`src/rtl/demux_pkg.sv`:
```
// Shared types and helpers for the 1x8 credit-based demux dispatcher.
package demux_pkg;

   localparam int NCH  = 8;
   localparam int SELW = 3;

   typedef enum logic {IDLE, SEND} disp_state_t;

   // Returns {found, idx}: first eligible channel at or after ptr, wrapping 7 -> 0.
   function automatic logic [SELW:0] rr_pick(input logic [SELW-1:0] ptr,
                                             input logic [NCH-1:0]  eligible);
      logic            found;
      logic [SELW-1:0] idx;
      logic [SELW-1:0] cand;
      found = 1'b0;
      idx   = ptr;
      for (int k = 0; k < NCH; k++) begin
         cand = ptr + SELW'(k);
         if (!found && eligible[cand]) begin
            found = 1'b1;
            idx   = cand;
         end
      end
      return {found, idx};
   endfunction

endpackage

```
`src/rtl/demux_dispatch_ctrl_if.sv`:
```
// Producer/consumer bundle of the dispatcher: upstream valid/ready, per-lane valid/ready, credits.
interface demux_dispatch_ctrl_if #(
   parameter int DW = 8
);
   logic          in_valid;
   logic          in_ready;
   logic [DW-1:0] in_data;
   logic [2:0]    in_dest;
   logic          in_mode;
   logic [7:0]    out_valid;
   logic [7:0]    out_ready;
   logic [DW-1:0] out_data;
   logic [7:0]    credit_ret;
   logic          busy;
   logic          credit_err;

   modport master (
      output in_valid, in_data, in_dest, in_mode, out_ready, credit_ret,
      input  in_ready, out_valid, out_data, busy, credit_err
   );

   modport slave (
      input  in_valid, in_data, in_dest, in_mode, out_ready, credit_ret,
      output in_ready, out_valid, out_data, busy, credit_err
   );
endinterface

```
`src/rtl/demux_1_8.sv`:
```
// One-hot 1-to-8 decode of a single enable onto the lane selected by sel.
module demux_1_8 (
   input  logic       in,
   input  logic [2:0] sel,
   output logic [7:0] o
);
   assign o = in ? (8'b1 << sel) : 8'b0;
endmodule

```
`src/rtl/demux_dispatch_ctrl.sv`:
```
// Credit-based dispatcher: routes upstream words to one of 8 lanes by address or round-robin.
//
//  state | meaning
//  IDLE  | waiting for an upstream word whose target lane has credit
//  SEND  | holding the latched word on the selected lane until that lane is ready
module demux_dispatch_ctrl
   import demux_pkg::*;
#(
   parameter int DW      = 8,
   parameter int CREDITS = 4
) (
   input logic                  clk,
   input logic                  rst_n,
   demux_dispatch_ctrl_if.slave bus
);

   disp_state_t           state_q, state_d;
   logic [DW-1:0]         data_q;
   logic [SELW-1:0]       sel_q;
   logic [SELW-1:0]       rr_ptr_q;
   logic [SELW-1:0]       target;
   logic [SELW:0]         pick;
   logic                  target_ok;
   logic                  in_ready;
   logic                  busy;
   logic                  accept;
   logic                  send_active;
   logic                  credit_err_q;
   logic [NCH-1:0]        eligible;
   logic [NCH-1:0]        dec;
   logic [NCH-1:0]        ret_full;
   logic [NCH-1:0][3:0]   credit_q;

   always_comb begin
      pick      = rr_pick(rr_ptr_q, eligible);
      target    = bus.in_dest;
      target_ok = eligible[bus.in_dest];
      if (bus.in_mode) begin
         target    = pick[SELW-1:0];
         target_ok = pick[SELW];
      end
   end

   always_ff @(posedge clk or negedge rst_n) begin
      if (!rst_n) state_q <= IDLE;
      else        state_q <= state_d;
   end

   always_comb begin
      state_d = state_q;
      case (state_q)
         IDLE:    if (bus.in_valid && target_ok) state_d = SEND;
         SEND:    if (bus.out_ready[sel_q])      state_d = IDLE;
         default: state_d = IDLE;
      endcase
   end

   always_comb begin
      in_ready    = 1'b0;
      busy        = 1'b0;
      send_active = 1'b0;
      case (state_q)
         IDLE:    in_ready = target_ok;
         SEND:    begin
            busy        = 1'b1;
            send_active = 1'b1;
         end
         default: ;
      endcase
   end

   assign accept = in_ready && bus.in_valid;

   always_ff @(posedge clk or negedge rst_n) begin
      if (!rst_n) begin
         data_q       <= '0;
         sel_q        <= '0;
         rr_ptr_q     <= '0;
         credit_err_q <= 1'b0;
      end else begin
         if (accept) begin
            data_q <= bus.in_data;
            sel_q  <= target;
            if (bus.in_mode) rr_ptr_q <= target + 1'b1;
         end
         if (|ret_full) credit_err_q <= 1'b1;
      end
   end

   // A return and a grant on the same lane in one cycle cancel out.
   for (genvar i = 0; i < NCH; i++) begin : g_credit
      logic [3:0] cnt_q;
      always_ff @(posedge clk or negedge rst_n) begin
         if (!rst_n) begin
            cnt_q <= 4'(CREDITS);
         end else if (bus.credit_ret[i] && !dec[i]) begin
            if (cnt_q != 4'(CREDITS)) cnt_q <= cnt_q + 4'd1;
         end else if (dec[i] && !bus.credit_ret[i]) begin
            cnt_q <= cnt_q - 4'd1;
         end
      end
      assign dec[i]      = accept && (target == SELW'(i));
      assign ret_full[i] = bus.credit_ret[i] && !dec[i] && (cnt_q == 4'(CREDITS));
      assign eligible[i] = (cnt_q != 4'd0);
      assign credit_q[i] = cnt_q;
   end

   demux_1_8 u_demux (
      .in  (send_active),
      .sel (sel_q),
      .o   (bus.out_valid)
   );

   assign bus.out_data   = data_q;
   assign bus.in_ready   = in_ready;
   assign bus.busy       = busy;
   assign bus.credit_err = credit_err_q;

endmodule

```
`src/flat_wrapper.sv`:
```
// flat-port wrapper written by rule: the top's interface ports become plain ports
module demux_dispatch_ctrl_flat import demux_pkg::*;
#(
   parameter int DW      = 8,
   parameter int CREDITS = 4
)
  (clk, rst_n, bus_in_valid, bus_in_data, bus_in_dest, bus_in_mode, bus_out_ready, bus_credit_ret, bus_in_ready, bus_out_valid, bus_out_data, bus_busy, bus_credit_err);
  demux_dispatch_ctrl_if #(.DW(DW)) bus_i ();
  input logic clk;
  input logic rst_n;
  input wire logic [$bits(bus_i.in_valid)-1:0] bus_in_valid;
  input wire logic [$bits(bus_i.in_data)-1:0] bus_in_data;
  input wire logic [$bits(bus_i.in_dest)-1:0] bus_in_dest;
  input wire logic [$bits(bus_i.in_mode)-1:0] bus_in_mode;
  input wire logic [$bits(bus_i.out_ready)-1:0] bus_out_ready;
  input wire logic [$bits(bus_i.credit_ret)-1:0] bus_credit_ret;
  output wire logic [$bits(bus_i.in_ready)-1:0] bus_in_ready;
  output wire logic [$bits(bus_i.out_valid)-1:0] bus_out_valid;
  output wire logic [$bits(bus_i.out_data)-1:0] bus_out_data;
  output wire logic [$bits(bus_i.busy)-1:0] bus_busy;
  output wire logic [$bits(bus_i.credit_err)-1:0] bus_credit_err;
  assign bus_i.in_valid = bus_in_valid;
  assign bus_i.in_data = bus_in_data;
  assign bus_i.in_dest = bus_in_dest;
  assign bus_i.in_mode = bus_in_mode;
  assign bus_i.out_ready = bus_out_ready;
  assign bus_i.credit_ret = bus_credit_ret;
  assign bus_in_ready = bus_i.in_ready;
  assign bus_out_valid = bus_i.out_valid;
  assign bus_out_data = bus_i.out_data;
  assign bus_busy = bus_i.busy;
  assign bus_credit_err = bus_i.credit_err;
  demux_dispatch_ctrl #(.DW(DW), .CREDITS(CREDITS)) u_core (.clk(clk), .rst_n(rst_n), .bus(bus_i));
endmodule
```
`config.mk`:
```
export PLATFORM = sky130hd
export DESIGN_NAME = demux_dispatch_ctrl_flat
export DESIGN_NICKNAME = d
export VERILOG_FILES = /design/src/rtl/demux_pkg.sv /design/src/rtl/demux_dispatch_ctrl_if.sv /design/src/rtl/demux_1_8.sv /design/src/rtl/demux_dispatch_ctrl.sv /design/src/flat_wrapper.sv
export SDC_FILE = /design/constraint.sdc
export NUM_CORES = 1
export LEC_CHECK = 0
export CORE_MARGIN = 2
export CORE_UTILIZATION = 50
export DETAILED_ROUTE_END_ITERATION = 12
export PLACE_DENSITY = 0.72
export SYNTH_ARGS = -nofsm -noshare
export SYNTH_HDL_FRONTEND = slang
export SYNTH_SLANG_ARGS = --single-unit
```
`constraint.sdc`:
```
create_clock -name clk -period 15.3 [get_ports clk]
set_input_delay 1.53 -clock clk [delete_from_list [all_inputs] [get_ports clk]]
set_output_delay 1.53 -clock clk [all_outputs]
set_load 0.005 [all_outputs]
```
==> metrics.txt, run 1 <==
status finished, final reports clean; total vias in the final route 3750; Tightest Pin Transition 0.7607 ns; Hold Crit Endpoint u_core.g_credit[4].cnt_q[2]; initial antenna violation count 0; total track usage 23.47%; most frequent cells in the layout clkdlybuf4s50_1 (48), dfrtp_1 (40), nand2_1 (38), nor2_1 (31), mux2_2 (23); first-pass iteration count of the detailed router 5; Synth Instances 450; Most used DFF post-synth dfrtp_1; CP max stage cell dfrtp_1; Reg2Reg Setup Slack 9.36 ns; switching pwr 460.5 µW; launch point of the worst reg-to-reg path u_core.rr_ptr_q[1]; asr flop ratio synth 100.0%; Clock Path Buffers 2; endpoints failing setup 0; register area share after synthesis 27.50%; CTS tree yes; MaxCap Viol Count 0; Cells on Worst Hold Path 2; final wirelength 10.84 mm; clock skew 0.01087 ns; Clock power frac 7.8%; VDD IR-drop max 94.93 µV; reg-to-reg endpoint u_core.g_credit[6].cnt_q[3]; final hold vios 0; Die W 97.86 µm; post-synth design cell area 4404 µm²; row cnt 34; CP cell instances inv_1 -> ha_1 -> mux4_2 -> mux2_4 -> nor3_1 -> a311oi_1 -> o2bb2ai_1 -> and2_1 -> nor2_1 -> ha_1 -> nand2_1 -> nand2_1 -> ha_1 -> a21o_1 -> a21o_1 -> nor4b_1 -> mux2_2 -> a31o_2; internal power 538.4 µW; post-CTS setup buffers 0; EDFF count, synth 0; number of global-route vias before repair 3795; post_cts resized 0; number of DRC markers in iteration 0 196; DIE AREA 9576 µm²; worst hold path class register to register; Mapped Nets 510; Switching Share 46.10%; htree depth 2; initial core utilization 51.00%; Worst Setup Start Kind register; post-route setup TNS 0 ns; first-pass GRT wire length 18.46 mm; power density over the cells 197.0 nW/µm²; n_diodes 0; slowest stage delay, CP 0.69 ns; global route overflow 0; share of cells above drive strength 1 14.75%; fmax 168.4 MHz; fin crit share 38.80%; commonest non-fill, non-tap cell in the layout clkdlybuf4s50_1; nets 554; Worst Path Required 15.50 ns; CP top delay family simple AND/OR/NAND/NOR gates; area grow syn2layout 15.11%; Syn. warnings 0; total leakage power 0.002020 µW; CP bufs+invs 1; clock latency at the later pin of the worst-skew pair 0.31 ns; height of the die 97.86 µm; minimum clock period 5.937 ns; DRC viols 0; Root Buffer clkbuf_8; FF-to-FF path depth 18; WL per Instance 17.98 µm; CTS Sinks 48; Post-DRT Antenna Nets 0; worst-path fanout max 14; clk slew on worst S/H paths 0.10 ns; Reg power frac 30.6%; slew margin rel. 48.82%; FF+latch count, synth 48; HPWL Detailed 8.573 mm; synthesized area per cell 9.787 µm²; vias per inst 6.219; Port Buffers 49; RSZ-0062 raised after global routing false; Hold Startpoint u_core.g_credit[4].cnt_q[2]; Crit path top cell by count ha_1; synth unique cells 79; Comb power frac 61.6%; hold_buf cts 0; crit path DAT 6.14 ns; gp weighted congestion 0.9007; Top-Level Pins 50; worst setup path class register to register; area of the core 8636 µm²; fin. max-slew vios 0; largest net degree at the start of global routing 49; TritonCTS Buffers 5; Final Power 998.9 µW; Crit. End Element register
==> power groups by stage <==
stage / Sequential, µW / Combinational, µW / Clock [µW]
2_1_floorplan: 267 / 478 / 0
3_3_place_gp: 302 / 593 / 0
3_5_place_dp: 308 / 610 / 0
4_1_cts: 305 / 614 / 79.7
5_1_grt: 321 / 681 / 85.2
6_report: 306 / 615 / 77.9
==> sequential cells by signal, indices dropped and copies added (netlist names) <==
signal,flops
u_core.g_credit.cnt_q,32
u_core.state_q,1
u_core.bus.credit_err,1
u_core.rr_ptr_q,3
u_core.bus.out_data,8
u_core.sel_q,3
==> stage by stage <==
step | instance area (µm²) | setup WS (ns) | hold slack (ns) | util, % | std cells
floorplan | 4404 | 10.21 | 0.4779 | - | 450
global placement | 4982 | 9.460 | 0.4884 | 57.69 | 595
detailed placement | 4982 | 9.311 | 0.4982 | 57.69 | 595
CTS | 5070 | 9.413 | 0.5185 | 58.71 | 603
global route | 5070 | 9.021 | 0.5432 | 58.71 | 603
finish | 5070 | 9.363 | 0.5130 | 58.71 | 603
==> worst register-to-register path, cell delays in order (launching register included) <==
cell       delay, ns
dfrtp_1         0.69
inv_1           0.27
ha_1            0.55
mux4_2          0.65
mux2_4          0.35
nor3_1          0.52
a311oi_1        0.25
o2bb2ai_1       0.25
and2_1          0.21
nor2_1          0.19
ha_1            0.26
nand2_1         0.21
nand2_1         0.21
ha_1            0.25
a21o_1          0.17
a21o_1          0.20
nor4b_1         0.15
mux2_2          0.26
a31o_2          0.21
==> per-layer routing <==
metal	wire length, µm	GRT usage [%]	part of all wire, %	vias to the layer above
li1	-	-	-	1807
met1	5003	33.23	46	1833
met2	5134	37.09	47	92
met3	491	3.508	4.5	18
met4	214	7.799	2.0	0
met5	0	0	0	-
==> logic make-up (layout without fill, tap and decap cells) <==
group | Yosys count | in the layout | share of synthesized area [%]
multiplexers | 56 | 56 | 17.36
adder cells (fa/ha/maj) | 29 | 29 | 9.602
AND/OR/NAND/NOR | 159 | 159 | 19.29
AO/OA/AOI/OAI | 102 | 102 | 18.18
flip-flops | 48 | 48 | 27.50
buffers and inverters | 28 | 73 | 2.500
XOR/XNOR | 28 | 28 | 5.568
==> layout make-up <==
class	count	area [µm²]
inverters	14	52.55
clock buffers	5	68.82
multi-input cells	374	3083
clock inverters	3	18.77
repair buffers	51	500.5
fillers	754	3566
flip-flops and latches	48	1211
well taps	108	135.1
==> synthesized netlist by cell type (all sizes together), types with 3 or more instances <==
master | count | share of area (%)
a211oi | 3 | 0.80
a21boi | 3 | 0.60
a21o | 14 | 2.4
a21oi | 14 | 1.8
a22o | 4 | 0.80
a22oi | 6 | 1.3
a311oi | 3 | 0.74
and2 | 3 | 0.43
buf | 3 | 0.37
clkbuf | 11 | 0.94
dfrtp | 40 | 23
dfstp | 8 | 4.8
fa | 8 | 3.6
ha | 21 | 6.0
inv | 14 | 1.2
mux2 | 24 | 6.2
mux2i | 19 | 4.3
mux4 | 13 | 6.8
nand2 | 38 | 3.2
nand2b | 9 | 1.3
nand3 | 9 | 1.0
nand4 | 3 | 0.43
nor2 | 31 | 2.6
nor2b | 5 | 0.71
nor3 | 20 | 2.3
nor4 | 10 | 1.6
o211a | 3 | 0.85
o211ai | 3 | 0.62
o21ai | 15 | 1.8
o22a | 3 | 0.60
o22ai | 5 | 0.71
o2bb2ai | 4 | 0.80
or3 | 5 | 0.71
or3b | 3 | 0.60
or4 | 10 | 2.0
xnor2 | 17 | 3.4
xor2 | 11 | 2.2
==> worst max path at each step <==
stage                             startpoint  slack [ns]  cells after the start                          end
after floorplan           u_core.rr_ptr_q[0]       10.21                     20  u_core.g_credit[6].cnt_q[3]
after global placement           bus_in_mode        9.46                     14  u_core.g_credit[3].cnt_q[3]
after detailed placement         bus_in_mode        9.31                     15  u_core.g_credit[2].cnt_q[3]
after CTS                 u_core.rr_ptr_q[1]        9.41                     19  u_core.g_credit[6].cnt_q[3]
after global routing      u_core.rr_ptr_q[1]        9.02                     18  u_core.g_credit[6].cnt_q[3]
final                     u_core.rr_ptr_q[1]        9.36                     18  u_core.g_credit[6].cnt_q[3]
Note: power is estimated with default switching activity, not from simulation.
==> run 2: changes to the inputs <==
==> constraint.sdc (replaced) <==
create_clock -name clk -period 5.94 [get_ports clk]
set_input_delay 0.594 -clock clk [delete_from_list [all_inputs] [get_ports clk]]
set_output_delay 0.594 -clock clk [all_outputs]
set_load 0.005 [all_outputs]
==> metrics.txt, run 2 (synthesized netlist as in run 1, its figures left out) <==
VDD IR-drop max 268.9 µV; minimum clock period 5.358 ns; most frequent cells in the layout clkdlybuf4s50_1 (48), dfrtp_1 (40), nand2_1 (38), nor2_1 (31), mux2_2 (23); initial antenna violation count 0; number of global-route vias before repair 3697; largest net degree at the start of global routing 49; height of the die 97.86 µm; Multi-input gate area 3083 µm²; Tightest Pin Transition 0.7945 ns; RSZ-0062 raised after global routing false; htree depth 2; Root Buffer clkbuf_8; total track usage 23.40%; total vias in the final route 3766; worst setup path class register to register; worst hold path class input pin to async pin; MaxCap Viol Count 0; TritonCTS Buffers 5; commonest non-fill, non-tap cell in the layout clkdlybuf4s50_1; hold_ws 0.3830 ns; initial core utilization 51.00%; share of cells above drive strength 1 15.60%; switching pwr 1195 µW; endpoints failing setup 0; first-pass iteration count of the detailed router 5; crit path DAT 5.56 ns; slew margin rel. 46.55%; Worst Setup Start Kind register; Largest Register u_core.g_credit.cnt_q; power density over the cells 510.4 nW/µm²; number of DRC markers in iteration 0 247; Largest register FFs 32; clk slew on worst S/H paths 0.10 ns; Post-DRT Antenna Nets 0; worst-path fanout max 9; nets 559; DRC viols 0; status finished, final reports clean; WL per Instance 17.91 µm; area of the core 8636 µm²; area grow syn2layout 16.19%; Switching Share 45.75%; fmax 186.7 MHz; hold_buf cts 0; Die W 97.86 µm; Clock power frac 8.2%; total leakage power 0.002041 µW; clock skew 0.007822 ns; fin. max-slew vios 0; Reg power frac 28.4%; Top-Level Pins 50; clock latency at the later pin of the worst-skew pair 0.31 ns; Clock Path Buffers 2; first-pass GRT wire length 18.33 mm; final wirelength 10.89 mm; Comb power frac 63.4%; global route overflow 0; Port Buffers 49; HPWL Detailed 8.599 mm; post-CTS setup buffers 0; vias per inst 6.194; row cnt 34; CTS tree yes; internal power 1417 µW; gp weighted congestion 0.9766; Worst Path Required 6.15 ns; Fillers 732; post_cts resized 0; DIE AREA 9576 µm²; n_diodes 0; CTS Sinks 48; post-route setup TNS 0 ns; final hold vios 0; Crit. End Element register; fin crit share 90.19%; sequential cell area 1211 µm²
## run 2: final cells by class
| cell class | count | share of cell area (%) |
|---|---|---|
| Timing Repair Buffer | 56 | 10.51 |
| Inverter | 14 | 1.027 |
| Sequential cell | 48 | 23.67 |
| Multi-Input combinational cell | 374 | 60.24 |
| Clock inverter | 2 | 0.2934 |
| Tap cell | 108 | 2.641 |
| Clock buffer | 6 | 1.614 |
## run 2: power groups by stage
stage / clock network [µW] / registers [µW] / logic, µW
6_report: 214 / 742 / 1660
3_5_place_dp: 0 / 745 / 1640
5_1_grt: 229 / 777 / 1830
4_1_cts: 220 / 739 / 1650
2_1_floorplan: 0 / 688 / 1230
3_3_place_gp: 0 / 732 / 1610
## run 2: through the flow
stage | total power, µW | instances | utilization [%] | setup WS (ns) | area [µm²]
floorplan | 1918 | 450 | - | 0.8510 | 4404
global placement | 2347 | 600 | 58.13 | 0.7110 | 5020
detailed placement | 2385 | 600 | 58.13 | 0.6538 | 5020
CTS | 2608 | 608 | 59.26 | 0.6186 | 5117
global route | 2833 | 608 | 59.26 | 0.2432 | 5117
finish | 2612 | 608 | 59.26 | 0.5824 | 5117
## run 2: final timing paths
check	startpoint	end	slack, ns	depth (start not counted)
max	u_core.g_credit[0].cnt_q[1]	u_core.g_credit[6].cnt_q[3]	0.58	17
min	rst_n	u_core.g_credit[5].cnt_q[3]	0.38	2
max reg2reg	u_core.g_credit[0].cnt_q[1]	u_core.g_credit[6].cnt_q[3]	0.58	17
min reg2reg	u_core.bus.out_data[0]	u_core.bus.out_data[0]	0.52	1
max in group asynchronous	rst_n	u_core.sel_q[1]	5.12	2
min in group clk	u_core.bus.out_data[0]	u_core.bus.out_data[0]	0.52	1
## run 2: critical path, cell delays in order (launching register included)
cell	delay [ns]
dfrtp_1	0.45
or4_1	0.62
mux4_2	0.60
mux2_4	0.33
nor3_1	0.52
a311oi_1	0.23
o2bb2ai_1	0.22
and2_1	0.19
nor2_1	0.20
ha_1	0.25
nand2_1	0.18
nand2_1	0.21
ha_1	0.25
a21o_1	0.17
a21o_1	0.20
nor4b_1	0.14
mux2_2	0.26
a31o_2	0.20
## run 2: layer usage
metal | vias up | share of wire, % | GRT usage (%)
met5 | - | 0 | 0
met4 | 0 | 1.7 | 6.731
met3 | 16 | 5.8 | 2.792
met2 | 115 | 49 | 39.04
met1 | 1817 | 44 | 32.26
li1 | 1818 | - | -
